===== config.mk =====
export PLATFORM = sky130hd
export DESIGN_NAME = rename_dispatch_ss_flat
export DESIGN_NICKNAME = d
export VERILOG_FILES = /design/src/rtl/rename_dispatch_ss_pkg.sv /design/src/rtl/rename_dispatch_ss_if.sv /design/src/rtl/rename_dispatch_ss_bypass_net.sv /design/src/rtl/rename_dispatch_ss.sv /design/src/flat_wrapper.sv
export SDC_FILE = /design/constraint.sdc
export NUM_CORES = 1
export LEC_CHECK = 0
export CAP_MARGIN = 30
export CORE_AREA = 2 2 222 224
export CTS_BUF_LIST = sky130_fd_sc_hd__clkbuf_16
export CTS_CLUSTER_DIAMETER = 200
export DETAILED_ROUTE_END_ITERATION = 7
export DIE_AREA = 0 0 224 226
export PLACE_DENSITY = 0.59
export SLEW_MARGIN = 20
export SYNTH_ARGS = -nofsm -noshare
export SYNTH_HDL_FRONTEND = slang
export SYNTH_SLANG_ARGS = --single-unit

===== constraint.sdc =====
create_clock -name clk -period 27.3 [get_ports clk]
set_input_delay 5.46 -clock clk [delete_from_list [all_inputs] [get_ports clk]]
set_output_delay 5.46 -clock clk [all_outputs]
set_load 0.03 [all_outputs]

===== src/rtl/rename_dispatch_ss_pkg.sv =====
// Shared widths, bundle/entry structs and the needs_pr helper for the
// superscalar rename/dispatch stage.
package rename_dispatch_ss_pkg;
   localparam int SS         = 2;
   localparam int PR_ENTRIES = 64;
   localparam int PR_W       = $clog2(PR_ENTRIES);
   localparam int ROB_DEPTH  = 16;
   localparam int RID_W      = $clog2(ROB_DEPTH);
   localparam int CNT_W      = $clog2(SS + 1);

   typedef logic [CNT_W-1:0] dispatch_cnt_t;
   typedef logic [RID_W-1:0] rob_id_t;
   typedef logic [PR_W-1:0]  pr_t;

   typedef struct packed {
      logic [31:0] pc;
      logic [4:0]  rs1_s;
      logic [4:0]  rs2_s;
      logic [4:0]  rd_s;
      logic        has_rd;
      logic        rs1_is_reg;
      logic        rs2_is_reg;
      logic        is_branch;
      logic [3:0]  wmask;
   } inst_t;

   typedef struct packed {
      logic [63:0] order;
      logic [31:0] pc;
      rob_id_t     rob_id;
      pr_t         rs1_pr;
      pr_t         rs2_pr;
      pr_t         rd_pr;
      rob_id_t     rs1_source;
      rob_id_t     rs2_source;
      logic        input1_met;
      logic        input2_met;
      logic [4:0]  rd_s;
      logic        has_rd;
      logic        is_branch;
      logic [3:0]  wmask;
   } super_dispatch_t;

   function automatic logic needs_pr(input inst_t inst);
      return inst.has_rd && (inst.rd_s != 5'd0);
   endfunction
endpackage


===== src/rtl/rename_dispatch_ss_if.sv =====
// Registered output stage of rename/dispatch towards the RS/ROB.
interface rename_dispatch_ss_if;
   import rename_dispatch_ss_pkg::*;

   logic [SS-1:0]            out_valid;
   super_dispatch_t [SS-1:0] out_entry;
   logic                     out_ready;

   modport master (output out_valid, output out_entry, input out_ready);
   modport slave  (input out_valid, input out_entry, output out_ready);
endinterface


===== src/rtl/rename_dispatch_ss_bypass_net.sv =====
// Intra-bundle source override: for each slot/source, the nearest earlier
// slot that allocates a new PR for the same architectural register.
module rename_dispatch_ss_bypass_net
   import rename_dispatch_ss_pkg::*;
(
   input  logic [SS-1:0][4:0] i_rd,
   input  logic [SS-1:0][4:0] i_rs1,
   input  logic [SS-1:0][4:0] i_rs2,
   input  logic [SS-1:0]      i_needs,
   input  pr_t  [SS-1:0]      i_new_pr,
   input  rob_id_t [SS-1:0]   i_rob_id,
   output logic [SS-1:0]      o_hit1,
   output logic [SS-1:0]      o_hit2,
   output pr_t  [SS-1:0]      o_pr1,
   output pr_t  [SS-1:0]      o_pr2,
   output rob_id_t [SS-1:0]   o_rid1,
   output rob_id_t [SS-1:0]   o_rid2
);
   always_comb begin
      o_hit1 = '0;
      o_hit2 = '0;
      o_pr1  = '0;
      o_pr2  = '0;
      o_rid1 = '0;
      o_rid2 = '0;
      // Ascending producer scan: the nearest earlier writer overwrites older matches.
      for (int j = 0; j < SS; j++) begin
         for (int i = 0; i < j; i++) begin
            if (i_needs[i] && (i_rd[i] == i_rs1[j])) begin
               o_hit1[j] = 1'b1;
               o_pr1[j]  = i_new_pr[i];
               o_rid1[j] = i_rob_id[i];
            end
            if (i_needs[i] && (i_rd[i] == i_rs2[j])) begin
               o_hit2[j] = 1'b1;
               o_pr2[j]  = i_new_pr[i];
               o_rid2[j] = i_rob_id[i];
            end
         end
      end
   end
endmodule


===== src/rtl/rename_dispatch_ss.sv =====
// Superscalar rename/dispatch: accepts the longest credit-fitting prefix of the
// head bundle, renames it (with intra-bundle bypass) into one registered stage.
module rename_dispatch_ss
   import rename_dispatch_ss_pkg::*;
#(
   parameter bit STORE_SERIAL = 1'b1
) (
   input  logic                 clk,
   input  logic                 rst,
   input  logic                 i_flush,
   input  logic [63:0]          i_flush_order,
   input  logic [SS-1:0]        i_in_valid,
   input  inst_t [SS-1:0]       i_in_inst,
   output dispatch_cnt_t        o_acc_cnt,
   input  dispatch_cnt_t        i_rs_credit,
   input  dispatch_cnt_t        i_rob_credit,
   input  dispatch_cnt_t        i_fl_credit,
   input  rob_id_t              i_rob_id_base,
   output logic [SS-1:0][4:0]   o_isa_rs1,
   output logic [SS-1:0][4:0]   o_isa_rs2,
   input  pr_t [SS-1:0]         i_rat_rs1,
   input  pr_t [SS-1:0]         i_rat_rs2,
   input  logic [SS-1:0]        i_src_dep1,
   input  logic [SS-1:0]        i_src_dep2,
   input  rob_id_t [SS-1:0]     i_src_rid1,
   input  rob_id_t [SS-1:0]     i_src_rid2,
   output logic [SS-1:0]        o_fl_pop,
   input  pr_t [SS-1:0]         i_fl_pr,
   output logic [SS-1:0]        o_rat_we,
   output logic [SS-1:0][4:0]   o_rat_wa,
   output pr_t [SS-1:0]         o_rat_wd,
   rename_dispatch_ss_if.master io_disp
);
   logic [SS-1:0]            w_needs;
   logic [SS-1:0]            w_acc;
   logic [SS-1:0][4:0]       w_rd;
   logic [SS-1:0][4:0]       w_rs1;
   logic [SS-1:0][4:0]       w_rs2;
   pr_t [SS-1:0]             w_new_pr;
   rob_id_t [SS-1:0]         w_rob_id;
   logic [SS-1:0]            w_hit1, w_hit2;
   pr_t [SS-1:0]             w_byp_pr1, w_byp_pr2;
   rob_id_t [SS-1:0]         w_byp_rid1, w_byp_rid2;
   dispatch_cnt_t            w_n;
   dispatch_cnt_t            w_n_eff;
   logic                     w_load_en;
   super_dispatch_t [SS-1:0] w_entry;

   logic [SS-1:0]            r_out_valid;
   super_dispatch_t [SS-1:0] r_out_entry;
   logic [63:0]              r_order;

   // Per-slot decode: free PRs are handed out in slot order to needs_pr slots only.
   always_comb begin
      dispatch_cnt_t k;
      k        = '0;
      w_needs  = '0;
      w_new_pr = '0;
      w_rob_id = '0;
      w_rd     = '0;
      w_rs1    = '0;
      w_rs2    = '0;
      for (int i = 0; i < SS; i++) begin
         w_needs[i]  = needs_pr(i_in_inst[i]);
         w_rd[i]     = i_in_inst[i].rd_s;
         w_rs1[i]    = i_in_inst[i].rs1_s;
         w_rs2[i]    = i_in_inst[i].rs2_s;
         w_rob_id[i] = i_rob_id_base + RID_W'(i);
         for (int m = 0; m < SS; m++) begin
            if (k == CNT_W'(m)) w_new_pr[i] = i_fl_pr[m];
         end
         k = k + dispatch_cnt_t'(w_needs[i]);
      end
   end

   always_comb begin
      logic ok;
      int   prs;
      int   st;
      ok  = 1'b1;
      prs = 0;
      st  = 0;
      w_n = '0;
      for (int i = 0; i < SS; i++) begin
         prs = prs + int'(w_needs[i]);
         st  = st + int'(i_in_inst[i].wmask != 4'd0);
         if (ok && i_in_valid[i] && (i + 1 <= int'(i_rs_credit)) &&
             (i + 1 <= int'(i_rob_credit)) && (prs <= int'(i_fl_credit)) &&
             (!STORE_SERIAL || st <= 1))
            w_n = dispatch_cnt_t'(i + 1);
         else
            ok = 1'b0;
      end
   end

   assign w_load_en = !rst && !i_flush && (io_disp.out_ready || !(|r_out_valid));
   assign w_n_eff   = w_load_en ? w_n : '0;
   assign o_acc_cnt = w_n_eff;

   rename_dispatch_ss_bypass_net u_rename_bypass_net (
      .i_rd     (w_rd),
      .i_rs1    (w_rs1),
      .i_rs2    (w_rs2),
      .i_needs  (w_needs),
      .i_new_pr (w_new_pr),
      .i_rob_id (w_rob_id),
      .o_hit1   (w_hit1),
      .o_hit2   (w_hit2),
      .o_pr1    (w_byp_pr1),
      .o_pr2    (w_byp_pr2),
      .o_rid1   (w_byp_rid1),
      .o_rid2   (w_byp_rid2)
   );

   always_comb begin
      w_acc     = '0;
      o_fl_pop  = '0;
      o_rat_we  = '0;
      o_rat_wa  = '0;
      o_rat_wd  = '0;
      o_isa_rs1 = '0;
      o_isa_rs2 = '0;
      w_entry   = '0;
      for (int i = 0; i < SS; i++) w_acc[i] = CNT_W'(i) < w_n_eff;
      for (int i = 0; i < SS; i++) begin
         o_fl_pop[i] = w_acc[i] && w_needs[i];
         o_rat_we[i] = o_fl_pop[i];
         // A later accepted writer of the same rd owns the RAT entry.
         for (int j = i + 1; j < SS; j++) begin
            if (w_acc[j] && w_needs[j] && (w_rd[j] == w_rd[i])) o_rat_we[i] = 1'b0;
         end
         if (!rst) begin
            o_rat_wa[i]  = w_rd[i];
            o_rat_wd[i]  = w_new_pr[i];
            o_isa_rs1[i] = w_rs1[i];
            o_isa_rs2[i] = w_rs2[i];
         end
         w_entry[i].order      = r_order + 64'(i);
         w_entry[i].pc         = i_in_inst[i].pc;
         w_entry[i].rob_id     = w_rob_id[i];
         w_entry[i].rd_pr      = w_needs[i] ? w_new_pr[i] : '0;
         w_entry[i].rs1_pr     = w_hit1[i] ? w_byp_pr1[i] : i_rat_rs1[i];
         w_entry[i].rs2_pr     = w_hit2[i] ? w_byp_pr2[i] : i_rat_rs2[i];
         w_entry[i].rs1_source = w_hit1[i] ? w_byp_rid1[i] : i_src_rid1[i];
         w_entry[i].rs2_source = w_hit2[i] ? w_byp_rid2[i] : i_src_rid2[i];
         w_entry[i].input1_met = w_hit1[i] ? 1'b0 :
            ((i_in_inst[i].rs1_is_reg || i_in_inst[i].is_branch) ? !i_src_dep1[i] : 1'b1);
         w_entry[i].input2_met = w_hit2[i] ? 1'b0 :
            ((i_in_inst[i].rs2_is_reg || i_in_inst[i].is_branch) ? !i_src_dep2[i] : 1'b1);
         w_entry[i].rd_s       = w_rd[i];
         w_entry[i].has_rd     = i_in_inst[i].has_rd;
         w_entry[i].is_branch  = i_in_inst[i].is_branch;
         w_entry[i].wmask      = i_in_inst[i].wmask;
      end
   end

   // Output stage: control is reset, payload only follows load_en.
   always_ff @(posedge clk) begin
      if (rst) begin
         r_out_valid <= '0;
         r_order     <= '0;
      end else if (i_flush) begin
         r_out_valid <= '0;
         r_order     <= i_flush_order;
      end else if (w_load_en) begin
         r_out_valid <= w_acc;
         r_order     <= r_order + 64'(w_n);
      end
   end

   always_ff @(posedge clk) begin
      if (w_load_en) r_out_entry <= w_entry;
   end

   assign io_disp.out_valid = r_out_valid;
   assign io_disp.out_entry = r_out_entry;
endmodule


===== src/flat_wrapper.sv =====
// flat-port wrapper written by rule: the top's interface ports become plain ports
module rename_dispatch_ss_flat import rename_dispatch_ss_pkg::*;
#(
   parameter bit STORE_SERIAL = 1'b1
)
  (clk, rst, i_flush, i_flush_order, i_in_valid, i_in_inst, o_acc_cnt, i_rs_credit, i_rob_credit, i_fl_credit, i_rob_id_base, o_isa_rs1, o_isa_rs2, i_rat_rs1, i_rat_rs2, i_src_dep1, i_src_dep2, i_src_rid1, i_src_rid2, o_fl_pop, i_fl_pr, o_rat_we, o_rat_wa, o_rat_wd, io_disp_out_valid, io_disp_out_entry, io_disp_out_ready);
  rename_dispatch_ss_if io_disp_i ();
  input  logic clk;
  input  logic rst;
  input  logic i_flush;
  input  logic [63:0] i_flush_order;
  input  logic [SS-1:0] i_in_valid;
  input  inst_t [SS-1:0] i_in_inst;
  output dispatch_cnt_t o_acc_cnt;
  input  dispatch_cnt_t i_rs_credit;
  input  dispatch_cnt_t i_rob_credit;
  input  dispatch_cnt_t i_fl_credit;
  input  rob_id_t i_rob_id_base;
  output logic [SS-1:0][4:0] o_isa_rs1;
  output logic [SS-1:0][4:0] o_isa_rs2;
  input  pr_t [SS-1:0] i_rat_rs1;
  input  pr_t [SS-1:0] i_rat_rs2;
  input  logic [SS-1:0] i_src_dep1;
  input  logic [SS-1:0] i_src_dep2;
  input  rob_id_t [SS-1:0] i_src_rid1;
  input  rob_id_t [SS-1:0] i_src_rid2;
  output logic [SS-1:0] o_fl_pop;
  input  pr_t [SS-1:0] i_fl_pr;
  output logic [SS-1:0] o_rat_we;
  output logic [SS-1:0][4:0] o_rat_wa;
  output pr_t [SS-1:0] o_rat_wd;
  output wire logic [$bits(io_disp_i.out_valid)-1:0] io_disp_out_valid;
  output wire logic [$bits(io_disp_i.out_entry)-1:0] io_disp_out_entry;
  input wire logic [$bits(io_disp_i.out_ready)-1:0] io_disp_out_ready;
  assign io_disp_out_valid = io_disp_i.out_valid;
  assign io_disp_out_entry = io_disp_i.out_entry;
  assign io_disp_i.out_ready = io_disp_out_ready;
  rename_dispatch_ss #(.STORE_SERIAL(STORE_SERIAL)) u_core (.clk(clk), .rst(rst), .i_flush(i_flush), .i_flush_order(i_flush_order), .i_in_valid(i_in_valid), .i_in_inst(i_in_inst), .o_acc_cnt(o_acc_cnt), .i_rs_credit(i_rs_credit), .i_rob_credit(i_rob_credit), .i_fl_credit(i_fl_credit), .i_rob_id_base(i_rob_id_base), .o_isa_rs1(o_isa_rs1), .o_isa_rs2(o_isa_rs2), .i_rat_rs1(i_rat_rs1), .i_rat_rs2(i_rat_rs2), .i_src_dep1(i_src_dep1), .i_src_dep2(i_src_dep2), .i_src_rid1(i_src_rid1), .i_src_rid2(i_src_rid2), .o_fl_pop(o_fl_pop), .i_fl_pr(i_fl_pr), .o_rat_we(o_rat_we), .o_rat_wa(o_rat_wa), .o_rat_wd(o_rat_wd), .io_disp(io_disp_i));
endmodule

==> flow_metrics.tcl <==
set metrics [dict create \
    nNetsFinal 1979 \
    status "finished clean" \
    die_x_um 224 \
    fillers 4434 \
    avgRoutedWirePerCell_um 24.6 \
    synth_area_mm2 0.0148 \
    ys_ff_latch 344 \
    cp_max_fo 8 \
    synth_nets 1417 \
    cts_buffers 41 \
    fp-row-count 81 \
    synth_compound_area_frac 0.0599 \
    timing.rr.start "u_core.io_disp.out_valid[1]" \
    final_core_util 0.464 \
    drc 0 \
    synthArstFlopShare 0 \
    htree_levels 2 \
    routabilityCongestion 0.870 \
    syn-instance-count 1162 \
    clockBufferDepth 3 \
    place.detailed.hpwl_um 44600 \
    syn2layout_area_growth_pct 51.8 \
    multi_input_area_mm2 0.00472 \
    yosys.area_share.xor_xnor 0.0587 \
    dieHeight_um 226 \
    synth_simple_gate_area_frac 0.169 \
    clk_latency_ns 0.58 \
    ir_drop_uv 45.1 \
    hold_depth 2 \
    finalSetupViolations 0 \
    viasPerCell 5.11 \
    start_util 0.305 \
    io_pins 574 \
    tightest_slew_ns 1.01 \
    firstDrtPassIters 5 \
    hold_class "reg -> reg" \
    fin_setup_tns_ns 0 \
    rsz0062_at_grt "no" \
    die_area_mm2 0.0506 \
    fin_skew_ns 0.0226 \
    hold_buffers 0 \
    ant_nets 0 \
    grt_overflow_total 0 \
    synth_edf_count 278 \
    clock-root-buffer "clkbuf_16" \
    antenna_found_initial 9 \
    ys_seq_area_frac 0.655 \
    synth_top_family_by_area "simple AND/OR/NAND/NOR gates" \
    cts_resized 0 \
    core_area_mm2 0.0483 \
    p_leak_nw 7.61 \
    cts_tree "built" \
    synth_cell_type_count 71 \
    cp.required_ns 21.84 \
    numPortBuffers 573 \
    cts.sinks 344 \
    first_iter_violations 913 \
    ys_warn_count 0 \
    layout-drive-gt1-share 0.0656 \
    clk_pin_slew_ns 0.06 \
    max_cap_viol_count 0 \
    drv_slew 0 \
    relSlewSlack 0.325 \
    endpoint_kind "output pin" \
    ff_latch_area_mm2 0.00967 \
    synthMuxAreaShare 0.0229 \
    worst-r2r-cell-count 6 \
    hold_ws_ns 0.491 \
    finalCritPeriodShare 0.557 \
    hold_viol 0 \
    synth_area_per_cell_um2 12.7 \
    power.density_mw_per_mm2 59.4 \
    via_count 12147 \
    final.min_clock_period_ns 15.22 \
    wirelength_um 58600 \
    track_usage 0.224 \
    crit_arrival_ns 9.76 \
    critical_path_class "in -> out" \
    hold_start "u_core.io_disp.out_valid[0]" \
    synth_adder_area_share 0.00813 \
    synth_ff_type "edfxtp_1" \
    grt_first_pass_wirelength_um 82600 \
    worstSetupStartpoint "i_in_inst[63]" \
    grt_pass1_vias 12053 \
    grt_max_degree 136 \
    max_freq_mhz 65.7 \
    post-cts-setup-buffers 0 \
    crit_path_start_kind "input pin" \
]
[cell families (layout without fill, tap and decap cells)]
family,Yosys count,in the layout
adders and majority gates,9,9
xor gates and xnor gates,99,99
DFF,344,344
muxes,31,31
buffers and inverters,89,681
other,0,1
and+or+nand+nor,463,463
AOI/OAI and AO/OA,127,127
[through the flow]
| step | cells | worst slack, ns | cell area (µm²) | power [mW] |
|---|---|---|---|---|
| 2_1_floorplan | 1162 | 8.80 | 14800 | 0.712 |
| 3_3_place_gp | 2301 | 12.18 | 21100 | 0.809 |
| 3_5_place_dp | 2301 | 12.06 | 21100 | 0.811 |
| 4_1_cts | 2374 | 12.04 | 22400 | 1.35 |
| 5_1_grt | 2376 | 11.96 | 22400 | 1.38 |
| 6_report | 2377 | 12.08 | 22400 | 1.33 |
[registers in the layout, summed over array words and instances (netlist names)]
name and flops:
u_core.io_disp.out_valid 2, u_core.r_order 64, u_core.io_disp.out_entry 278
[final timing paths]
path	to	slack, ns
worst max-delay path	o_rat_we[0]	12.08
worst min register to register	u_core.io_disp.out_valid[0]	0.49
worst min-delay path	u_core.io_disp.out_valid[0]	0.49
worst max register to register	u_core.io_disp.out_entry[60]	24.06
[final cells by class]
| type | instances | share of cell area |
|---|---|---|
| clock buffer | 42 | 0.0469 |
| multi-input combinational | 729 | 0.210 |
| sequential | 344 | 0.431 |
| inverter | 21 | 0.00385 |
| clock inverter | 31 | 0.0106 |
| antenna | 1 | 0.000112 |
| timing repair buffer | 587 | 0.262 |
| tap | 622 | 0.0347 |
[synth_stat cells (4+ instances only)]
master,count,area share
o21a_1,4,0.0020
and4_1,8,0.0047
or3_1,21,0.0089
edfxtp_1,278,0.57
xor2_1,48,0.028
inv_1,19,0.0048
nand3b_1,5,0.0025
buf_2,18,0.0061
nand2_1,81,0.021
nor2_1,103,0.026
ha_1,8,0.0068
clkbuf_1,36,0.0092
dfxtp_1,66,0.089
o211ai_1,5,0.0025
a31oi_1,7,0.0030
and3_1,8,0.0034
nor3_1,34,0.012
and2_1,11,0.0047
xnor2_1,51,0.030
a21oi_1,23,0.0078
a311oi_1,18,0.011
nand4_1,47,0.020
buf_4,8,0.0041
o21ai_0,23,0.0078
or2_2,4,0.0017
nor4_1,25,0.011
nand3_1,47,0.016
or4_1,11,0.0056
nor2b_1,37,0.016
mux2i_1,9,0.0061
o31ai_1,4,0.0020
mux2_2,22,0.017
a211oi_1,17,0.0086
[layout by cell type, fill, tap and decap left out, types with 7 or more instances in the layout]
cell             Yosys  final
a311oi_1            18     18
a211oi_1            17     17
nor4_1              25     23
inv_1               19     29
nor2b_1             37     37
dfxtp_1             66     66
mux2_2              22     22
and4_1               8      8
xnor2_1             51     51
clkinv_1             1     11
o21ai_0             23     23
nor2_1             103    103
or4_1               11     11
a21oi_1             23     23
nand2_1             81     81
a31oi_1              7      7
nand3_1             47     47
ha_1                 8      8
nor3_1              34     33
clkbuf_16            0     42
edfxtp_1           278    278
mux2i_1              9      9
and3_1               8      8
xor2_1              48     48
or3_1               21     21
and2_1              11     11
nand4_1             47     47
clkdlybuf4s50_1      0    571
buf_4                8     13
[power breakdown]
part / switching (mW) / internal (mW) / total (mW) / leakage, nW
clock network: 0.223 / 0.308 / 0.531 / 0.661
registers: 0.0223 / 0.597 / 0.619 / 3.20
logic: 0.0975 / 0.0828 / 0.180 / 3.75
total: 0.343 / 0.987 / 1.33 / 7.61
[routing by layer]
metal | vias to the layer above | track usage | wire [µm]
li1 | 5488 | - | -
met2 | 669 | 0.406 | 29900
met4 | 10 | 0.0576 | 1370
met5 | - | 0 | 71
met1 | 5896 | 0.248 | 21200
met3 | 84 | 0.0778 | 6010
[worst max-delay path, cell delays in order]
cell             delay (ns)
clkdlybuf4s50_1        0.48
or4_1                  0.55
o21ai_1                0.73
inv_1                  0.11
ha_1                   0.24
ha_1                   0.29
nor2b_1                0.13
o21ai_0                0.15
nand3_1                0.21
nor3_1                 0.46
a21boi_0               0.27
clkdlybuf4s50_1        0.66
(Power assumes the default switching activity.)
